--- config.mk ---
export PLATFORM = sky130hd
export DESIGN_NAME = multicycle_main_control
export DESIGN_NICKNAME = d
export VERILOG_FILES = /design/src/rtl/multicycle_main_control.sv
export SDC_FILE = /design/constraint.sdc
export NUM_CORES = 1
export LEC_CHECK = 0
export ABC_AREA = 1
export ABC_CLOCK_PERIOD_IN_PS = 1950
export BUFFER_PORTS_ARGS = -buffer_cell sky130_fd_sc_hd__buf_4
export CORE_UTILIZATION = 54
export DETAILED_ROUTE_END_ITERATION = 10
export MAX_ROUTING_LAYER = met4
export PLACE_DENSITY = 0.85
export SYNTH_ARGS = -nofsm -noshare
export SYNTH_HDL_FRONTEND = slang
export SYNTH_SLANG_ARGS = --single-unit
export TNS_END_PERCENT = 50
--- constraint.sdc ---
create_clock -name i_Clk -period 1.95 [get_ports i_Clk]
set_input_delay 0.2925 -clock i_Clk [delete_from_list [all_inputs] [get_ports i_Clk]]
set_output_delay 0.2925 -clock i_Clk [all_outputs]
set_load 0.1 [all_outputs]
--- src/rtl/multicycle_main_control.sv ---
// -----------------------------------------------------------------------------
// multicycle_main_control
//   Moore main control FSM for the multicycle MIPS datapath. Walks each
//   instruction through fetch / decode / execute / memory / writeback, drives
//   the ALUOp code, all datapath mux selects and write strobes, stalls on the
//   memory-ready handshake, flags unsupported opcodes and counts retirements.
//
// Ports
//   i_Clk          rising-edge clock
//   i_Rst_n        asynchronous active-low reset
//   i_Opcode       instruction[31:26] from the IR (used in DECODE and MEMADDR)
//   i_MemReady     memory finished the current access this cycle
//   o_ALUOp        00 add, 01 subtract, 10 R-type funct decode
//   o_ALUSrcA      0 PC, 1 register A
//   o_ALUSrcB      00 reg B, 01 const 4, 10 sign-ext imm, 11 sign-ext imm<<2
//   o_PCSource     00 ALU result, 01 ALUOut, 10 jump target
//   o_PCWrite      unconditional PC write
//   o_PCWriteCond  PC write when ALU zero
//   o_IorD         memory address select: 0 PC, 1 ALUOut
//   o_MemRead      memory read request
//   o_MemWrite     memory write request
//   o_IRWrite      instruction register load
//   o_MemtoReg     writeback data: 0 ALUOut, 1 MDR
//   o_RegDst       destination register: 0 rt, 1 rd
//   o_RegWrite     register file write
//   o_IllegalOp    registered one-cycle pulse after an unsupported opcode
//   o_State        current state encoding (debug)
//   o_InstrCount   retired instruction count, wraps modulo 2^COUNT_W
// -----------------------------------------------------------------------------
module multicycle_main_control #(
  parameter int unsigned COUNT_W = 32
) (
  input  logic               i_Clk,
  input  logic               i_Rst_n,
  input  logic [5:0]         i_Opcode,
  input  logic               i_MemReady,
  output logic [1:0]         o_ALUOp,
  output logic               o_ALUSrcA,
  output logic [1:0]         o_ALUSrcB,
  output logic [1:0]         o_PCSource,
  output logic               o_PCWrite,
  output logic               o_PCWriteCond,
  output logic               o_IorD,
  output logic               o_MemRead,
  output logic               o_MemWrite,
  output logic               o_IRWrite,
  output logic               o_MemtoReg,
  output logic               o_RegDst,
  output logic               o_RegWrite,
  output logic               o_IllegalOp,
  output logic [3:0]         o_State,
  output logic [COUNT_W-1:0] o_InstrCount
);

  localparam int unsigned STATE_W = 4;

  localparam logic [5:0] OP_RTYPE = 6'b000000;
  localparam logic [5:0] OP_J     = 6'b000010;
  localparam logic [5:0] OP_BEQ   = 6'b000100;
  localparam logic [5:0] OP_ADDI  = 6'b001000;
  localparam logic [5:0] OP_LW    = 6'b100011;
  localparam logic [5:0] OP_SW    = 6'b101011;

  localparam logic [1:0] ALUOP_ADD   = 2'b00;
  localparam logic [1:0] ALUOP_SUB   = 2'b01;
  localparam logic [1:0] ALUOP_FUNCT = 2'b10;

  localparam logic [1:0] SRCB_REGB   = 2'b00;
  localparam logic [1:0] SRCB_FOUR   = 2'b01;
  localparam logic [1:0] SRCB_IMM    = 2'b10;
  localparam logic [1:0] SRCB_IMMSH  = 2'b11;

  localparam logic [1:0] PCSRC_ALU    = 2'b00;
  localparam logic [1:0] PCSRC_ALUOUT = 2'b01;
  localparam logic [1:0] PCSRC_JUMP   = 2'b10;

  typedef enum logic [STATE_W-1:0] {
    S_FETCH    = 4'd0,
    S_DECODE   = 4'd1,
    S_MEMADDR  = 4'd2,
    S_MEMREAD  = 4'd3,
    S_MEMWB    = 4'd4,
    S_MEMWRITE = 4'd5,
    S_EXECUTE  = 4'd6,
    S_RWB      = 4'd7,
    S_BRANCH   = 4'd8,
    S_JUMP     = 4'd9,
    S_ADDIEXEC = 4'd10,
    S_ADDIWB   = 4'd11
  } state_t;

  state_t             r_State;
  state_t             w_NextState;
  logic               w_Illegal;
  logic               w_Retire;
  logic               r_IllegalOp;
  logic [COUNT_W-1:0] r_InstrCount;

  // State register
  always_ff @(posedge i_Clk or negedge i_Rst_n) begin
    if (!i_Rst_n) begin
      r_State <= S_FETCH;
    end else begin
      r_State <= w_NextState;
    end
  end

  // Next-state logic, illegal-opcode detect and retirement detect
  always_comb begin
    w_NextState = S_FETCH;
    w_Illegal   = 1'b0;
    w_Retire    = 1'b0;
    case (r_State)
      S_FETCH: begin
        w_NextState = i_MemReady ? S_DECODE : S_FETCH;
      end
      S_DECODE: begin
        case (i_Opcode)
          OP_LW, OP_SW: w_NextState = S_MEMADDR;
          OP_RTYPE:     w_NextState = S_EXECUTE;
          OP_BEQ:       w_NextState = S_BRANCH;
          OP_J:         w_NextState = S_JUMP;
          OP_ADDI:      w_NextState = S_ADDIEXEC;
          default: begin
            w_NextState = S_FETCH;
            w_Illegal   = 1'b1;
          end
        endcase
      end
      S_MEMADDR: begin
        // Only lw/sw reach here, so anything not lw is treated as sw
        w_NextState = (i_Opcode == OP_LW) ? S_MEMREAD : S_MEMWRITE;
      end
      S_MEMREAD: begin
        w_NextState = i_MemReady ? S_MEMWB : S_MEMREAD;
      end
      S_MEMWB: begin
        w_NextState = S_FETCH;
        w_Retire    = 1'b1;
      end
      S_MEMWRITE: begin
        w_NextState = i_MemReady ? S_FETCH : S_MEMWRITE;
        w_Retire    = i_MemReady;
      end
      S_EXECUTE: begin
        w_NextState = S_RWB;
      end
      S_RWB: begin
        w_NextState = S_FETCH;
        w_Retire    = 1'b1;
      end
      S_BRANCH: begin
        w_NextState = S_FETCH;
        w_Retire    = 1'b1;
      end
      S_JUMP: begin
        w_NextState = S_FETCH;
        w_Retire    = 1'b1;
      end
      S_ADDIEXEC: begin
        w_NextState = S_ADDIWB;
      end
      S_ADDIWB: begin
        w_NextState = S_FETCH;
        w_Retire    = 1'b1;
      end
      default: begin
        w_NextState = S_FETCH;
      end
    endcase
  end

  // Moore output decode; held low while reset is asserted so no strobe
  // (notably RegWrite) survives an asynchronous reset mid-instruction
  always_comb begin
    o_ALUOp       = ALUOP_ADD;
    o_ALUSrcA     = 1'b0;
    o_ALUSrcB     = SRCB_REGB;
    o_PCSource    = PCSRC_ALU;
    o_PCWrite     = 1'b0;
    o_PCWriteCond = 1'b0;
    o_IorD        = 1'b0;
    o_MemRead     = 1'b0;
    o_MemWrite    = 1'b0;
    o_IRWrite     = 1'b0;
    o_MemtoReg    = 1'b0;
    o_RegDst      = 1'b0;
    o_RegWrite    = 1'b0;
    if (i_Rst_n) begin
      case (r_State)
        S_FETCH: begin
          o_MemRead  = 1'b1;
          o_ALUSrcB  = SRCB_FOUR;
          o_ALUOp    = ALUOP_ADD;
          o_PCSource = PCSRC_ALU;
          // PC+4 and IR load only in the cycle the fetch completes
          o_IRWrite  = i_MemReady;
          o_PCWrite  = i_MemReady;
        end
        S_DECODE: begin
          o_ALUSrcB = SRCB_IMMSH;
          o_ALUOp   = ALUOP_ADD;
        end
        S_MEMADDR: begin
          o_ALUSrcA = 1'b1;
          o_ALUSrcB = SRCB_IMM;
          o_ALUOp   = ALUOP_ADD;
        end
        S_MEMREAD: begin
          o_MemRead = 1'b1;
          o_IorD    = 1'b1;
        end
        S_MEMWB: begin
          o_RegWrite = 1'b1;
          o_MemtoReg = 1'b1;
          o_RegDst   = 1'b0;
        end
        S_MEMWRITE: begin
          o_MemWrite = 1'b1;
          o_IorD     = 1'b1;
        end
        S_EXECUTE: begin
          o_ALUSrcA = 1'b1;
          o_ALUSrcB = SRCB_REGB;
          o_ALUOp   = ALUOP_FUNCT;
        end
        S_RWB: begin
          o_RegWrite = 1'b1;
          o_RegDst   = 1'b1;
        end
        S_BRANCH: begin
          o_ALUSrcA     = 1'b1;
          o_ALUSrcB     = SRCB_REGB;
          o_ALUOp       = ALUOP_SUB;
          o_PCWriteCond = 1'b1;
          o_PCSource    = PCSRC_ALUOUT;
        end
        S_JUMP: begin
          o_PCWrite  = 1'b1;
          o_PCSource = PCSRC_JUMP;
        end
        S_ADDIEXEC: begin
          o_ALUSrcA = 1'b1;
          o_ALUSrcB = SRCB_IMM;
          o_ALUOp   = ALUOP_ADD;
        end
        S_ADDIWB: begin
          o_RegWrite = 1'b1;
          o_RegDst   = 1'b0;
          o_MemtoReg = 1'b0;
        end
        default: begin
        end
      endcase
    end
  end

  // Illegal-opcode flag: visible in the FETCH cycle after the bad DECODE
  always_ff @(posedge i_Clk or negedge i_Rst_n) begin
    if (!i_Rst_n) begin
      r_IllegalOp <= 1'b0;
    end else begin
      r_IllegalOp <= w_Illegal;
    end
  end

  // Retired-instruction counter, natural wrap
  always_ff @(posedge i_Clk or negedge i_Rst_n) begin
    if (!i_Rst_n) begin
      r_InstrCount <= '0;
    end else if (w_Retire) begin
      r_InstrCount <= r_InstrCount + COUNT_W'(1);
    end
  end

  assign o_IllegalOp  = r_IllegalOp;
  assign o_InstrCount = r_InstrCount;
  assign o_State      = r_State;

endmodule

==> out/results.tsv, run 1 <==
stage	metric	value	unit
layout	antenna_cells	0	
setup_path	rr_endpoint	o_InstrCount[8]$_DFFE_PN0P_	
floorplan	die-area	5080	um^2
setup_path	critical_path_class	flip-flop to output port	
synth	syn-instance-count	408	
placed_design	port_buffers	61	
global_routing	grt_overflow	0	
synth	seq_area_frac_synth	35.7	%
floorplan	core	4470	um^2
synth	synth_warnings	0	
global_routing	grt_max_degree	38	
route	post_drt_wl_per_cell	13.7	um
route	drt_iter0_drc	197	
clock_network	clk_latency	0.29	ns
synth	synth.distinct_cells	30	
power	powerDensity	642	nW/um^2
setup_path	crit_arrival	1.63	ns
floorplan	ios	62	
setup_path	worstPathRequired	1.66	ns
clock_network	cts_buffer_depth	2	
synth	syn-num-nets	418	
placed_design	detailed_place_hpwl	5.49	mm
route	routed_wl	7.21	mm
clock_network	cts-root-buf	clkbuf_8	
synth	synth_area_leaders	dfrtp_1, nand2_1, nor2_1, inv_1, nand3_1	
setup_path	path_common_cell	nand2_2	
layout	stdcell_count	527	
clock_network	cts_tree	done	
run_status	status	finished with violations	
synth	ys_seq_elements	37	
setup_path	slowest_stage	dfrtp_4	
sta	tns	0	ns
setup_path	r2r_slack	0.20	ns
layout	fin_nets	485	
setup_path	crit_fanout	4	
setup_path	critPathMaxStageDelay	0.51	ns
sta	slew_headroom	67.8	%
clock_network	numCtsBuffers	5	
floorplan	start_util	58.0	%
route	via_per_inst	5.29	
placed_design	placed_cells	520	
sta	fin_ws	0.0249	ns
synth	yosysTopAreaCellShare	35.7	%
layout	layout-drive-gt1-share	26.7	%
synth	synth_edf_count	0	
floorplan	die_y	71.3	um
floorplan	die_x	71.3	um
layout	synthToLayoutAreaGrowth	33.0	%
route	ant_nets	0	
synth	async_reset_ff_share	100	%
sta	fmax	0.519	GHz
route	vias	2789	
clock_network	cts_sinks	37	
sta	finClkSkew	0.00814	ns
synth	syn_avg_cell_area	6.36	um^2
sta	slew_viol_final	0	
sta	hold_viol_final	0	
power	finalPower	2.21	mW
clock_network	h-tree-depth	2	
sta	tightest_slew	0.483	ns
synth	synthesis.area	2590	um^2
global_routing	grt.total_usage	30.5	%
global_routing	grt_pass1_wl	11.8	mm
placed_design	place_congestion	0.978	
sta	timing.final.crit_period	1.93	ns
min_path	min_path_type	primary input to asynchronous set/reset pin	
run	drv_cap	0	
setup_path	startpoint_type	flip-flop	
global_routing	antenna_found_initial	0	
synth	yosys_most_used_dff	dfrtp_1	
route	dr.pass1.iters	10	
sta	post-route-period-util	98.7	%
run_status	violations	design-rule violations	
power	leakagePower	1.62	nW
global_routing	first_global_vias	2634	
setup_path	crit_chain	inv_2, nand2_2, nand2_2, nand2_2, a21oi_4, buf_8	
setup_path	timing.rr.start	o_State[1]$_DFF_PN0_	
floorplan	row_count	24	
sta	finalSetupViolCount	0	
synth	yosysMostFrequentCell	nand2_1	
setup_path	cp-end-kind	output port	
placed_design	place_ws	0.230	ns
synth	ys_top_cells_by_count	nand2_1, nor2_1, inv_1	
setup_path	r2r_cells	6	
clock_network	path_clk_slew	0.08	ns
clock_network	hold_buffers	0	
power	vdd_drop_max	0.000600	V
route	remaining_drc_errors	4	
synth	yosys.area.top_type	dfrtp_1	
==> layer usage <==
metal / up-vias / global-route usage [%] / part of all wire (%)
li1: 1391 / - / -
met4: 0 / 10.0 / 1.2
met3: 12 / 5.91 / 5.6
met2: 87 / 48.8 / 48
met1: 1299 / 39.1 / 45
met5: - / - / 0
==> through the flow <==
stage	utilization (%)	hold slack, ns	cell area [um^2]
after CTS	76.1	0.0691	3410
after global routing	77.1	0.0912	3450
after floorplan	-	-0.00309	2800
final	77.1	0.0468	3450
after detailed placement	73.4	0.382	3290
after global placement	73.4	0.374	3290
==> repair_timing <==
action | 4_1_cts | 5_1_grt
pin swaps | 0 | 1
resized for setup | 11 | 12
endpoints found under the setup margin | 8 | 10
buffers inserted | 0 | 0
==> worst max-delay path, delay by kind of cell (launching register included) <==
family | cells | cell delay (ns)
and+or+nand+nor | 3 | 0.37
DFF | 1 | 0.51
buffers and inverters | 2 | 0.32
AOI/OAI and AO/OA | 1 | 0.15
==> power breakdown <==
part | switching, mW | internal, mW | total (mW)
clock network | 0.263 | 0.243 | 0.506
logic | 0.641 | 0.190 | 0.830
registers | 0.0598 | 0.818 | 0.878
total | 0.963 | 1.25 | 2.21
==> state kept, by name (all words and copies together) (netlist names) <==
| signal | cells |
|---|---|
| o_IllegalOp | 1 |
| o_InstrCount | 32 |
| o_State | 4 |
==> how the worst max path moves through the flow <==
stage | from | to | cells past startpoint
after global placement | o_State[1]$_DFF_PN0_ | o_RegWrite | 4
after detailed placement | o_State[1]$_DFF_PN0_ | o_InstrCount[8]$_DFFE_PN0P_ | 6
after CTS | o_State[1]$_DFF_PN0_ | o_PCWrite | 4
final | o_State[3]$_DFF_PN0_ | o_RegWrite | 6
after global routing | o_State[3]$_DFF_PN0_ | o_RegWrite | 6
after floorplan | o_State[3]$_DFF_PN0_ | o_MemRead | 3
==> placed cells by master, fill, tap and decap left out, drive strengths merged <==
| master | n |
|---|---|
| dfrtp | 37 |
| nand2 | 181 |
| ha | 1 |
| nor4 | 1 |
| xnor2 | 8 |
| clkbuf | 6 |
| nor2 | 70 |
| clkinv | 1 |
| buf | 67 |
| nand4 | 3 |
| inv | 43 |
| o211ai | 1 |
| nor3b | 1 |
| nor3 | 6 |
| and2 | 1 |
| a21oi | 6 |
| xor2 | 6 |
| o21ai | 14 |
| nand3 | 21 |
| nand3b | 1 |
==> kinds of logic after synthesis <==
logic type               synth area share (%)
AO/OA/AOI/OAI                            4.29
XOR/XNOR                                 5.02
adder cells (fa/ha/maj)                 0.482
buffers and inverters                    8.30
flip-flops                               35.7
AND/OR/NAND/NOR                          46.2
==> cell type report <==
class                      instances  area, um^2
clock buffer                       6        72.6
clock inverter                     1        5.00
fill                             351        1020
inverter                          43         164
multi-input combinational        321        1630
sequential                        37         945
tap                               52        65.1
timing repair buffer              67         569
(Power assumes the default switching activity.)
==> inputs of run 2 (changes only) <==
--- a/config.mk
+++ b/config.mk
@@ -13,3 +13,3 @@
 export MAX_ROUTING_LAYER = met4
-export PLACE_DENSITY = 0.85
+export PLACE_DENSITY = 0.8
 export SYNTH_ARGS = -nofsm -noshare
--- a/constraint.sdc
+++ b/constraint.sdc
@@ -3,2 +3,2 @@
 set_output_delay 0.2925 -clock i_Clk [all_outputs]
-set_load 0.1 [all_outputs]
+set_load 0.005 [all_outputs]
==> out/results.tsv, run 2 (synthesized netlist as in run 1, its figures left out) <==
stage	metric	value	unit
run_status	status	finished with violations	
run_status	violations	design-rule violations	
power	p_int	1.20	mW
route	ant_nets	0	
setup_path	slowest_stage	dfrtp_1	
power	clkPwrFrac	30.5	%
power	power.switching	0.524	mW
layout	largest_reg_flops	32	
setup_path	crit_chain	nor2_4, inv_1, nor4_1, buf_4	
clock_network	clk_latency	0.29	ns
global_routing	grt.total_usage	30.4	%
route	routed_wl	6.73	mm
sta	post-route-period-util	91.8	%
floorplan	die_y	71.3	um
clock_network	h-tree-depth	2	
layout	regArea	926	um^2
route	remaining_drc_errors	5	
setup_path	crit_fanout	7	
placed_design	detailed_place_hpwl	5.11	mm
layout	antenna_cells	0	
global_routing	grt_pass1_wl	11.7	mm
route	dr.pass1.iters	7	
sta	timing.final.crit_period	1.79	ns
sta	grt_setup_unrepaired	no	
clock_network	cts_buffer_depth	2	
power	switching_share	30.4	%
sta	tightest_slew	0.495	ns
run	drv_cap	0	
floorplan	ios	62	
route	vias	2706	
power	leakagePower	1.58	nW
sta	finClkSkew	0.00608	ns
floorplan	core	4470	um^2
clock_network	cts-root-buf	clkbuf_8	
clock_network	cts_post_setup_buffers_inserted	0	
route	drt_iter0_drc	137	
sta	tns	0	ns
global_routing	grt_overflow	0	
layout	multiInputGateArea	1460	um^2
layout	final_cell_mix	nand2_1, buf_4, nor2_1	
floorplan	row_count	24	
sta	slew_headroom	67.0	%
placed_design	port_buffers	61	
setup_path	cp_top_family	simple AND/OR/NAND/NOR gates	
global_routing	grt_max_degree	38	
setup_path	crit_arrival	1.50	ns
power	p_comb_share	19.1	%
route	post_drt_wl_per_cell	12.8	um
layout	fillers	397	
floorplan	die-area	5080	um^2
setup_path	critPathMaxStageDelay	0.47	ns
clock_network	path_clk_slew	0.07	ns
layout	final_common_cell	nand2_1	
placed_design	place_ws	0.284	ns
sta	hold_viol_final	0	
clock_network	cts_tree	done	
setup_path	cp-end-kind	output port	
setup_path	worstPathRequired	1.66	ns
sta	slew_viol_final	0	
layout	synthToLayoutAreaGrowth	22.4	%
global_routing	first_global_vias	2573	
min_path	min_path_type	primary input to asynchronous set/reset pin	
power	finalPower	1.72	mW
setup_path	path_buf_inv	2	
clock_network	numCtsBuffers	5	
sta	finalSetupViolCount	0	
power	vdd_drop_max	0.000314	V
placed_design	place_congestion	0.907	
floorplan	start_util	58.0	%
floorplan	die_x	71.3	um
route	via_per_inst	5.15	
power	powerDensity	542	nW/um^2
layout	layout-drive-gt1-share	20.5	%
global_routing	antenna_found_initial	0	
layout	fin_nets	482	
sta	fmax	0.559	GHz
power	seqPwrFrac	50.4	%
clock_network	cts_sinks	37	
sta	fin_ws	0.161	ns
setup_path	startpoint_type	flip-flop	
setup_path	critical_path_class	flip-flop to output port	
## run 2: cell type report
class	instances	share of cell area, %
Sequential cell	37	29.2
Tap cell	52	2.05
Clock inverter	2	0.315
Clock buffer	6	2.29
Timing Repair Buffer	64	15.1
Multi-Input combinational cell	321	46.0
Inverter	43	5.08
## run 2: routing by layer
metal  routed length (um)  vias to the layer above  global-route usage [%]  share of wire (%)
li1                     -                     1379                       -                  -
met1                 3030                     1232                    39.7                 45
met2                 3180                       81                    48.7                 47
met3                  360                       14                    4.08                5.3
met5                    0                        -                       -                  0
met4                  150                        0                    10.7                2.2
## run 2: worst paths after layout
kind                                           endpoint                          from  cells after the start  slack, ns
max                                           o_MemRead          o_State[2]$_DFF_PN0_                      4       0.16
min                         o_InstrCount[0]$_DFFE_PN0P_                       i_Rst_n                      2       0.05
max reg2reg                o_InstrCount[28]$_DFFE_PN0P_   o_InstrCount[0]$_DFFE_PN0P_                     10       0.24
min reg2reg                o_InstrCount[15]$_DFFE_PN0P_  o_InstrCount[15]$_DFFE_PN0P_                      1       0.53
max in group asynchronous         o_IllegalOp$_DFF_PN0_                       i_Rst_n                      2       1.55
min in group i_Clk                 o_State[1]$_DFF_PN0_                   i_Opcode[2]                      2       0.24
## run 2: power by group through the flow
stage	logic [mW]	registers, mW	clock network, mW
6_report	0.329	0.868	0.525
5_1_grt	0.369	0.872	0.553
4_1_cts	0.331	0.867	0.536
3_5_place_dp	0.328	0.882	0
3_3_place_gp	0.321	0.875	0
2_1_floorplan	0.173	0.872	0
## run 2: metrics by stage
stage / instances / hold WS (ns) / cell area [um^2] / utilization, %
after floorplan: 408 / -0.00309 / 2590 / -
after global placement: 517 / 0.379 / 3090 / 69.0
after detailed placement: 517 / 0.382 / 3090 / 69.0
after CTS: 525 / 0.0698 / 3170 / 70.9
after global routing: 525 / 0.0890 / 3180 / 71.0
final: 525 / 0.0508 / 3180 / 71.0
## run 2: what timing repair did
action | in CTS | in global routing
resized for setup | 1 | 1
setup endpoints to repair | 2 | 1
hold endpoints to repair | 0 | 0
cloned | 0 | 0
hold buffers | 0 | 0
## run 2: worst reg2reg max path, cell delays in order, from the launching register on
cell	delay, ns
dfrtp_1	0.44
ha_1	0.28
inv_1	0.09
nor2_2	0.21
inv_1	0.08
nor2_1	0.20
nand2_1	0.09
nand2_1	0.06
nand2_1	0.04
nand2_1	0.05
nand2_1	0.06
==> inputs of run 3 (changes only) <==
Settings changed: ABC_CLOCK_PERIOD_IN_PS 1950 to 2100, CORE_UTILIZATION 54 to 56, PLACE_DENSITY 0.8 to 0.83.
Clock period 1.95 ns to 2.1 ns, I/O delays scaled along.
==> out/results.tsv, run 3 (synthesized netlist as in run 1, its figures left out) <==
stage	metric	value	unit
setup_path	cp_top_family	simple AND/OR/NAND/NOR gates	
min_path	min_path_type	primary input to asynchronous set/reset pin	
power	leakagePower	1.57	nW
global_routing	first_global_vias	2550	
clock_network	path_clk_slew	0.07	ns
setup_path	startpoint_type	flip-flop	
sta	slew_viol_final	0	
clock_network	cts_tree	done	
sta	slew_headroom	66.7	%
placed_design	place_area	3070	um^2
power	vdd_drop_max	0.000315	V
setup_path	worstPathRequired	1.78	ns
layout	fin_nets	480	
floorplan	core	4410	um^2
sta	fmax	0.506	GHz
setup_path	path_buf_inv	2	
route	ant_nets	0	
layout	largest_reg_flops	32	
route	drt_iter0_drc	261	
clock_network	cts_resized	0	
setup_path	crit_arrival	1.66	ns
clock_network	hold_buffers	0	
placed_design	place_congestion	0.947	
setup_path	critical_path_class	flip-flop to output port	
global_routing	grt_pass1_wl	11.4	mm
layout	stdcell_count	523	
layout	final_cell_mix	nand2_1, nor2_1, buf_4	
global_routing	antenna_found_initial	0	
layout	layout-drive-gt1-share	20.0	%
setup_path	crit_chain	nor2_1, inv_1, nor4_1, buf_4	
sta	timing.final.crit_period	1.98	ns
floorplan	start_util	58.8	%
global_routing	grt_max_degree	38	
power	finalPower	1.60	mW
placed_design	port_buffers	61	
sta	finClkSkew	0.00488	ns
floorplan	die_y	70.1	um
sta	hold_slack	0.0865	ns
power	powerDensity	506	nW/um^2
route	remaining_drc_errors	0	
clock_network	cts-root-buf	clkbuf_8	
run	drv_cap	0	
layout	antenna_cells	0	
sta	finalSetupViolCount	0	
route	via_per_inst	5.20	
route	routed_wl	6.69	mm
clock_network	cts_post_setup_buffers_inserted	0	
layout	final_common_cell	nand2_1	
floorplan	die_x	70.1	um
setup_path	slowest_stage	dfrtp_1	
clock_network	cts_sinks	37	
route	vias	2720	
global_routing	grt.total_usage	29.6	%
sta	grt_setup_unrepaired	no	
placed_design	placed_cells	515	
sta	hold_viol_final	0	
clock_network	h-tree-depth	2	
run_status	status	complete, no violations	
sta	post-route-period-util	94.1	%
setup_path	crit_fanout	7	
setup_path	cp-end-kind	output port	
route	post_drt_wl_per_cell	12.8	um
floorplan	row_count	24	
route	dr.pass1.iters	4	
sta	tns	0	ns
floorplan	ios	62	
floorplan	die-area	4910	um^2
layout	fillers	390	
layout	design_area	3150	um^2
clock_network	cts_buffer_depth	2	
clock_network	numCtsBuffers	5	
clock_network	clk_latency	0.29	ns
layout	synthToLayoutAreaGrowth	21.6	%
sta	tightest_slew	0.498	ns
global_routing	grt_overflow	0	
placed_design	detailed_place_hpwl	5.15	mm
setup_path	critPathMaxStageDelay	0.44	ns
[run 3: cell types whose count changed in the layout (fill, tap and decap cells not counted)]
cell	change
buf_4	-2
nor2_1	+1
nor2_4	-1
[run 3: final timing paths]
kind	startpoint	end	slack, ns	cells past startpoint
max	o_State[2]$_DFF_PN0_	o_MemRead	0.12	4
min	i_Rst_n	o_InstrCount[3]$_DFFE_PN0P_	0.09	2
max reg2reg	o_InstrCount[0]$_DFFE_PN0P_	o_InstrCount[16]$_DFFE_PN0P_	0.35	8
min reg2reg	o_InstrCount[3]$_DFFE_PN0P_	o_InstrCount[3]$_DFFE_PN0P_	0.53	1
max in group asynchronous	i_Rst_n	o_InstrCount[17]$_DFFE_PN0P_	1.68	2
min in group i_Clk	i_Opcode[2]	o_State[1]$_DFF_PN0_	0.25	2
[run 3: metrics by stage]
| step | worst slack [ns] | utilization (%) |
|---|---|---|
| final | 0.125 | 71.4 |
| after global routing | 0.0251 | 71.4 |
| after CTS | 0.149 | 71.4 |
| after detailed placement | 0.392 | 69.6 |
| after global placement | 0.463 | 69.6 |
| after floorplan | 0.628 | - |
[run 3: layout make-up]
class	count	area, um^2	share of cell area, %
clock buffers	6	72.6	2.30
inverters	43	161	5.12
multi-input cells	321	1450	46.1
flip-flops and latches	37	926	29.4
repair buffers	62	465	14.8
clock inverters	2	10.0	0.317
well taps	52	65.1	2.06
[run 3: power by group]
group / switching, mW / internal (mW) / total [mW]
combinational: 0.181 / 0.128 / 0.309
sequential: 0.0513 / 0.751 / 0.802
clock: 0.255 / 0.230 / 0.485
total: 0.487 / 1.11 / 1.60
[run 3: per-layer routing]
layer  routed length, um  GRT usage, %  vias to the layer above
met1                2960          37.4                     1242
li1                    -             -                     1372
met2                3240          47.3                       91
met4                 144          10.9                        0
met3                 352          5.77                       15
met5                   0             -                        -
